===== src/rtl/normalize.sv =====
// Pipelined leading-zero normalizer: shifts the input word left until its MSB
// is set and reports the shift count. One stage per shift-count bit, most
// significant bit first, so a word emerges NORM_W clock edges after it is sampled.
module normalize #(
    parameter int unsigned WIDTH = 16
) (
    input  logic                     clock,
    input  logic                     reset,
    input  logic [WIDTH-1:0]         data_i,
    input  logic                     valid_i,
    output logic [WIDTH-1:0]         data_o,
    output logic [$clog2(WIDTH)-1:0] norm_o,
    output logic                     valid_o
);

    localparam int unsigned NORM_W = $clog2(WIDTH);

    // The stage shift amounts only add up to WIDTH-1 for a power-of-two width.
    if (WIDTH < 2 || (WIDTH & (WIDTH - 1)) != 0) begin : g_width_check
        $error("normalize: WIDTH must be a power of two and at least 2");
    end

    logic [WIDTH-1:0]  data_q [NORM_W];
    logic [WIDTH-1:0]  data_d [NORM_W];
    logic [NORM_W-1:0] norm_q [NORM_W];
    logic [NORM_W-1:0] norm_d [NORM_W];
    logic [NORM_W-1:0] valid_q;
    logic [NORM_W-1:0] valid_d;

    // Mask selecting the top 2^k bits of a word.
    function automatic logic [WIDTH-1:0] top_mask(input int unsigned k);
        return ~({WIDTH{1'b1}} >> (1 << k));
    endfunction

    // Next state of every stage: stage s resolves norm bit NORM_W-1-s.
    always_comb begin
        logic [WIDTH-1:0]  word_in;
        logic [NORM_W-1:0] norm_in;
        int unsigned       k;

        word_in = data_i;
        norm_in = '0;
        k       = 0;
        valid_d = '0;
        for (int unsigned s = 0; s < NORM_W; s++) begin
            data_d[s] = '0;
            norm_d[s] = '0;
        end

        valid_d[0] = valid_i;
        for (int unsigned s = 1; s < NORM_W; s++) begin
            valid_d[s] = valid_q[s-1];
        end

        for (int unsigned s = 0; s < NORM_W; s++) begin
            k = NORM_W - 1 - s;
            if ((word_in & top_mask(k)) == '0) begin
                data_d[s] = word_in << (1 << k);
                norm_d[s] = norm_in | (NORM_W'(1) << k);
            end else begin
                data_d[s] = word_in;
                norm_d[s] = norm_in;
            end
            // Next stage consumes this stage's registered result.
            if (s + 1 < NORM_W) begin
                word_in = data_q[s];
                norm_in = norm_q[s];
            end
        end
    end

    // Pipeline registers; data and norm load every cycle, valid tracks the word.
    always_ff @(posedge clock) begin
        if (reset) begin
            valid_q <= '0;
            for (int unsigned s = 0; s < NORM_W; s++) begin
                data_q[s] <= '0;
                norm_q[s] <= '0;
            end
        end else begin
            valid_q <= valid_d;
            for (int unsigned s = 0; s < NORM_W; s++) begin
                data_q[s] <= data_d[s];
                norm_q[s] <= norm_d[s];
            end
        end
    end

    assign data_o  = data_q[NORM_W-1];
    assign norm_o  = norm_q[NORM_W-1];
    assign valid_o = valid_q[NORM_W-1];

endmodule


===== config.mk =====
export PLATFORM = sky130hd
export DESIGN_NAME = normalize
export DESIGN_NICKNAME = d
export VERILOG_FILES = /design/src/rtl/normalize.sv
export SDC_FILE = /design/constraint.sdc
export NUM_CORES = 1
export LEC_CHECK = 0
export BUFFER_PORTS_ARGS = -buffer_cell sky130_fd_sc_hd__buf_2
export CAP_MARGIN = 20
export CORE_MARGIN = 2
export CORE_UTILIZATION = 58
export DETAILED_ROUTE_END_ITERATION = 6
export PLACE_DENSITY = 0.85
export SYNTH_ARGS = -nofsm -noshare
export SYNTH_HDL_FRONTEND = slang
export SYNTH_SLANG_ARGS = --single-unit

===== constraint.sdc =====
create_clock -name clock -period 4.3 [get_ports clock]
set_input_delay 0.215 -clock clock [delete_from_list [all_inputs] [get_ports clock]]
set_output_delay 0.215 -clock clock [all_outputs]
set_load 0.01 [all_outputs]

==> run metrics, run 1 <==
outcome=finished clean; Primary FF master, synth=dfxtp_1; Hold WC Path Type=in2reg; syn nets=255; antenna viol nets, final=0; initial antenna violation count=0; Worst Setup SP=reset; clock slew at reported path FFs=0.07 ns; Post-synth EDFFs=0; capture instance of the worst register-to-register path=data_q[1][7]; hold path endpoint=valid_q[0]; NumNets Final=291; worst path required time=4.52 ns; Yosys reg bits=78; layout cells sized above 1=22.8%; Synth warnings=0; final slew viol count=0; GP Congestion=0.730; All-Layer GR Usage=17.1%; Die Width=69.7 um; Rows=23; post-cts resize count=0; CP Capture Type=flop; Critical Path AT=1.76 ns; Tcrit/Tclk final=36.0%; setup violators final=0; Max-slew headroom=41.2%; crit-path cells=buf_2, inv_1, and2_4, a22o_1; hold path cells=2; Hold Fails Final Rpt=0; Multi-input gate area=863 um^2; leakage power=1.22 nW; Initial Utilization=61.2%; Yosys cell types=24; CP max stage delay=0.66 ns; Post-Syn Instances=236; # DRC=0; largest net degree at the start of global routing=53; Slew @ Worst Pin=0.882 ns; post-route minimum period=1.55 ns; floorplan core area=4090 um^2; Max Clk Rate=0.646 GHz; total grt overflow=0; CTS Hold Bufs=0; post-synthesis to final-layout area growth=15.1%; iteration count of the initial detailed-routing pass=4; die height=69.7 um; Fin Setup TNS=0 ns; critical path launch point type=input port; syn avg cell area=10.6 um^2; placed cell count=311; worst reg2reg path depth=3; register area=1560 um^2; # H-tree levels=3; first-pass GRT wire length=6.42 mm; root buffer cell=clkbuf_8; vias in the first global route=1555; HP Start=valid_i; DIE AREA=4850 um^2; max-cap violation count=0; post-synthesis sequential area ratio=62.5%; Post-Syn Area=2500 um^2; Layout Cells excl Fill=326; via count=1661; # diodes=0; total CTS buffers=9; clock latency on the worst-skew pair=0.33 ns; Peak VDD IR=0.000241 V; crit path kind=in2reg; routed len/inst=11.3 um; reg2reg setup slack=2.87 ns; Setup Fix Bufs, Post-CTS=0; PD cells=467 nW/um^2; most common cell after layout, fill and taps aside=dfxtp_1; RSZ-0062 raised after global routing=no; async set-or-reset flop fraction in the synthesized netlist=0%; Top Ports=40; fillers=310; CTS tree=built; Post-Route WL=3.69 mm; Via density=5.10; DP HPWL=2.47 mm; worst-case clock buffer depth=2; most frequent cells in the layout=dfxtp_1 (78), buf_2 (39), nor2_1 (28); total clock sinks=78; IO buf count=39; CP max stage cell=buf_2; Layout Utilization=70.4%; First DRT Iteration DRCs=38; FF-to-FF Start=data_q[0][13]; crit path max fanout=52; clk_skew=0.00470 ns
metrics by stage:
| stage | instance area, um^2 | total power, W | setup WS, ns | hold WS [ns] |
|---|---|---|---|---|
| after floorplan | 2500 | 0.000844 | 2.88 | 0.332 |
| after detailed placement | 2690 | 0.000869 | 2.42 | 0.423 |
| after global routing | 2880 | 0.00140 | 2.62 | 0.0761 |
| after global placement | 2690 | 0.000866 | 2.49 | 0.417 |
| after CTS | 2880 | 0.00136 | 2.76 | 0.0788 |
| final | 2880 | 0.00134 | 2.75 | 0.0947 |
critical path, delay by kind of cell:
kind,cells,cell delay (ns)
buf+inv,2,1.06
simple gates,1,0.28
compound gates,1,0.19
power breakdown:
group,internal [W],switching [W]
registers,0.000754,0.0000173
logic,0.0000370,0.0000453
clock network,0.000270,0.000219
routing by layer:
metal	wire length (um)	global-route usage, %
met5	0	0
met2	1900	30.7
met4	36	8.97
met3	209	6.54
met1	1550	16.9
registers in the layout (all words and copies together) (netlist names):
name	flops
valid_q	4
norm_q	10
data_q	64
cells in the mapped netlist, types with 2 or more instances:
| cell type | count | share of area [%] |
|---|---|---|
| a21oi_1 | 23 | 4.6 |
| a22o_1 | 11 | 3.9 |
| and2_1 | 8 | 2.0 |
| and3_1 | 4 | 1.0 |
| and3_2 | 4 | 1.2 |
| buf_1 | 2 | 0.30 |
| buf_2 | 3 | 0.60 |
| clkbuf_1 | 7 | 1.1 |
| dfxtp_1 | 78 | 62 |
| inv_1 | 2 | 0.30 |
| mux2i_1 | 14 | 5.6 |
| nand2_1 | 24 | 3.6 |
| nor2_1 | 28 | 4.2 |
| nor2b_1 | 10 | 2.5 |
| nor4_2 | 2 | 1.0 |
| nor4b_1 | 8 | 2.8 |
cell type report:
cell class / instances / area share [%]
clock buffer: 15 / 6.48
inverter: 2 / 0.261
multi-input combinational: 142 / 30.0
sequential: 78 / 54.3
tap: 50 / 2.17
timing repair buffer: 39 / 6.79
logic make-up (layout without fill, tap and decap cells):
kind of cell	Yosys count	count (layout)	share of synthesized area (%)
DFF	78	78	62.5
and+or+nand+nor	93	93	20.1
muxes	14	14	5.61
AOI/OAI and AO/OA	35	35	8.86
buffers and inverters	16	56	3.00
worst max path at each step:
| stage | endpoint | slack, ns | cells after the start |
|---|---|---|---|
| global placement | data_q[1][11] | 2.49 | 4 |
| floorplan | data_q[1][10] | 2.88 | 4 |
| finish | data_q[1][7] | 2.75 | 4 |
| CTS | data_q[1][7] | 2.76 | 4 |
| detailed placement | data_q[1][7] | 2.42 | 4 |
| global route | data_q[1][7] | 2.62 | 4 |
(Power assumes the default switching activity.)
==> run 2, diff against run 1 <==
- ABC_AREA: not set -> 1
- CORE_UTILIZATION: 58 -> 49
- PLACE_DENSITY: 0.85 -> 0.76
- clock period: 4.3 -> 1.3 ns (I/O delays scaled with it)
==> run 2 against run 1 <==
Hold slack worse by 0.014 ns. Via count grew 6.6%. First-iteration DRC count grew 11%. Wire length did not move. Non-clock buffer count is 20 higher. Critical path depth is 3 higher. Largest cell class unchanged. Global-route usage decreased by 1.8 points. Combinational power rose to 3.8 times the previous value. Die area is 16% higher. Critical path type unchanged. Synthesized area fell by 0.80%.
==> run metrics, run 2 <==
outcome=finished clean; dpl ws=0.196 ns; CP dominant cell by count=nand2_1; crit path max fanout=16; clock slew at reported path FFs=0.07 ns; Primary FF master, synth=dfxtp_1; Synth warnings=0; die height=75.1 um; Post-Route WL=3.69 mm; Yosys cell types=17; Top Ports=40; Post-Syn Instances=280; final slew viol count=0; Biggest register=data_q; NumNets Final=358; CP max stage delay=0.55 ns; clk_skew=0.00560 ns; Hold WC Path Type=in2reg; Multi-input gate area=644 um^2; syn nets=299; CTS tree=built; Initial Utilization=51.5%; worst-case clock buffer depth=2; total CTS buffers=9; RSZ-0062 raised after global routing=no; post-synth top area cell=dfxtp_1; post-route minimum period=1.16 ns; setup violators final=0; DIE AREA=5650 um^2; Tcrit/Tclk final=89.1%; CP Capture Type=flop; largest net degree at the start of global routing=18; worst path required time=1.58 ns; most frequent cells in the layout=dfxtp_1 (78), inv_1 (54), nand2_1 (51); Buf+Inv Stages, Crit Path=2; iteration count of the initial detailed-routing pass=4; biggest regs=data_q: 64 flops, norm_q: 10 flops, valid_q: 4 flops; async set-or-reset flop fraction in the synthesized netlist=0%; Post-Syn Area=2480 um^2; # H-tree levels=3; max-cap violation count=0; register area=1560 um^2; antenna viol nets, final=0; clock latency on the worst-skew pair=0.33 ns; Max-slew headroom=76.7%; Critical Path AT=1.44 ns; Slew @ Worst Pin=0.349 ns; total clock sinks=78; First DRT Iteration DRCs=42; list of most frequent post-synthesis cells=dfxtp_1 (78), inv_1 (54), nand2_1 (51), o22ai_1 (24), nor2_1 (23); critical path launch point type=input port; first-pass GRT wire length=6.29 mm; Setup Fix Bufs, Post-CTS=0; Peak VDD IR=0.000571 V; crit-path cells=dlygate4sd3_1, buf_2, nor2_1, nand2_1, nor2_4, nand3_1, nand2_1; final setup margin=0.142 ns; root buffer cell=clkbuf_8; top cell type's share of synthesized area=63.0%; synth top area cells=dfxtp_1 (63%), inv_1 (8.2%), nand2_1 (7.7%); Max Clk Rate=0.863 GHz; DP HPWL=2.41 mm; syn avg cell area=8.86 um^2; Die Width=75.1 um; Via density=4.31; count leader, synth=dfxtp_1; Rows=25; max reg flops=64; post-synthesis sequential area ratio=63.0%; # diodes=0; Fin Setup TNS=0 ns; Yosys reg bits=78; total grt overflow=0; # DRC=0; Crit path max-delay family=simple AND/OR/NAND/NOR gates; crit path kind=in2reg; IO buf count=39; CP max stage cell=dlygate4sd3_1; Post-synth EDFFs=0; floorplan core area=4820 um^2; fillers=416; Hold Fails Final Rpt=0; leakage power=1.42 nW; routed len/inst=8.98 um; layout cells sized above 1=18.9%; most common cell after layout, fill and taps aside=dfxtp_1; vias in the first global route=1596; All-Layer GR Usage=15.2%; GP Congestion=0.807; via count=1770; initial antenna violation count=0; post-synthesis to final-layout area growth=24.3%; PD cells=1480 nW/um^2
-- run 2: cell types whose count changed in the layout (fill, tap and decap cells not counted), moves of 9 or more --
cell / previous run / this run
a21oi_1: 23 / 2
a22o_1: 11 / 0
dlygate4sd3_1: 0 / 17
inv_1: 2 / 54
mux2i_1: 14 / 0
nand2_1: 24 / 51
nand3_1: 0 / 18
nor2b_1: 10 / 0
nor3_1: 0 / 9
o22ai_1: 0 / 24
-- run 2: repair_timing --
item | in CTS | in global routing
hold endpoints to repair | 17 | 0
resized for setup | 0 | 0
hold buffers | 17 | 0
endpoints found under the setup margin | 0 | 0
-- run 2: per-stage QoR --
stage               power, W  area [um^2]  hold WS (ns)  instances  util (%)
floorplan            0.00277         2480         0.144        280         -
CTS                  0.00461         3080        0.0534        411      64.0
global placement     0.00284         2710         0.266        378      56.3
global route         0.00476         3080        0.0787        411      64.0
detailed placement   0.00285         2710         0.278        378      56.3
finish               0.00455         3080        0.0807        411      64.0
-- run 2: cell type report --
| class | instances | share of cell area [%] |
|---|---|---|
| inverters | 55 | 6.70 |
| well taps | 67 | 2.72 |
| clock buffers | 10 | 4.46 |
| multi-input cells | 136 | 20.9 |
| repair buffers | 59 | 12.6 |
| clock inverters | 6 | 1.99 |
| flip-flops and latches | 78 | 50.6 |
-- run 2: cells by family (layout without fill, tap and decap cells) --
| family | count (synthesis) | count (layout) | synth area share, % |
|---|---|---|---|
| AND/OR/NAND/NOR | 107 | 107 | 18.9 |
| flip-flops | 78 | 78 | 63.0 |
| buffers and inverters | 66 | 130 | 11.0 |
| AO/OA/AOI/OAI | 29 | 29 | 7.06 |
-- run 2: path summary, 6_finish.rpt --
check	slack (ns)	endpoint	from	cells after the start
worst min-delay path	0.08	data_q[0][1]	reset	2
worst max-delay path	0.14	data_q[0][11]	data_i[8]	7
worst max register to register	0.17	data_q[1][12]	data_q[0][15]	5
worst min register to register	0.40	valid_q[3]	valid_q[2]	2
-- run 2: where the power goes --
group / switching, W / internal (W) / total, W
combinational: 0.000179 / 0.000135 / 0.000314
clock: 0.000784 / 0.000931 / 0.00171
sequential: 0.0000308 / 0.00249 / 0.00252
total: 0.000994 / 0.00356 / 0.00455
-- run 2: layer usage --
metal / global-route usage [%] / part of all wire (%) / vias up
li1: - / - / 980
met1: 15.8 / 44 / 729
met2: 25.3 / 48 / 50
met3: 4.69 / 4.8 / 11
met4: 12.3 / 3.0 / 0
met5: 0 / 0 / -
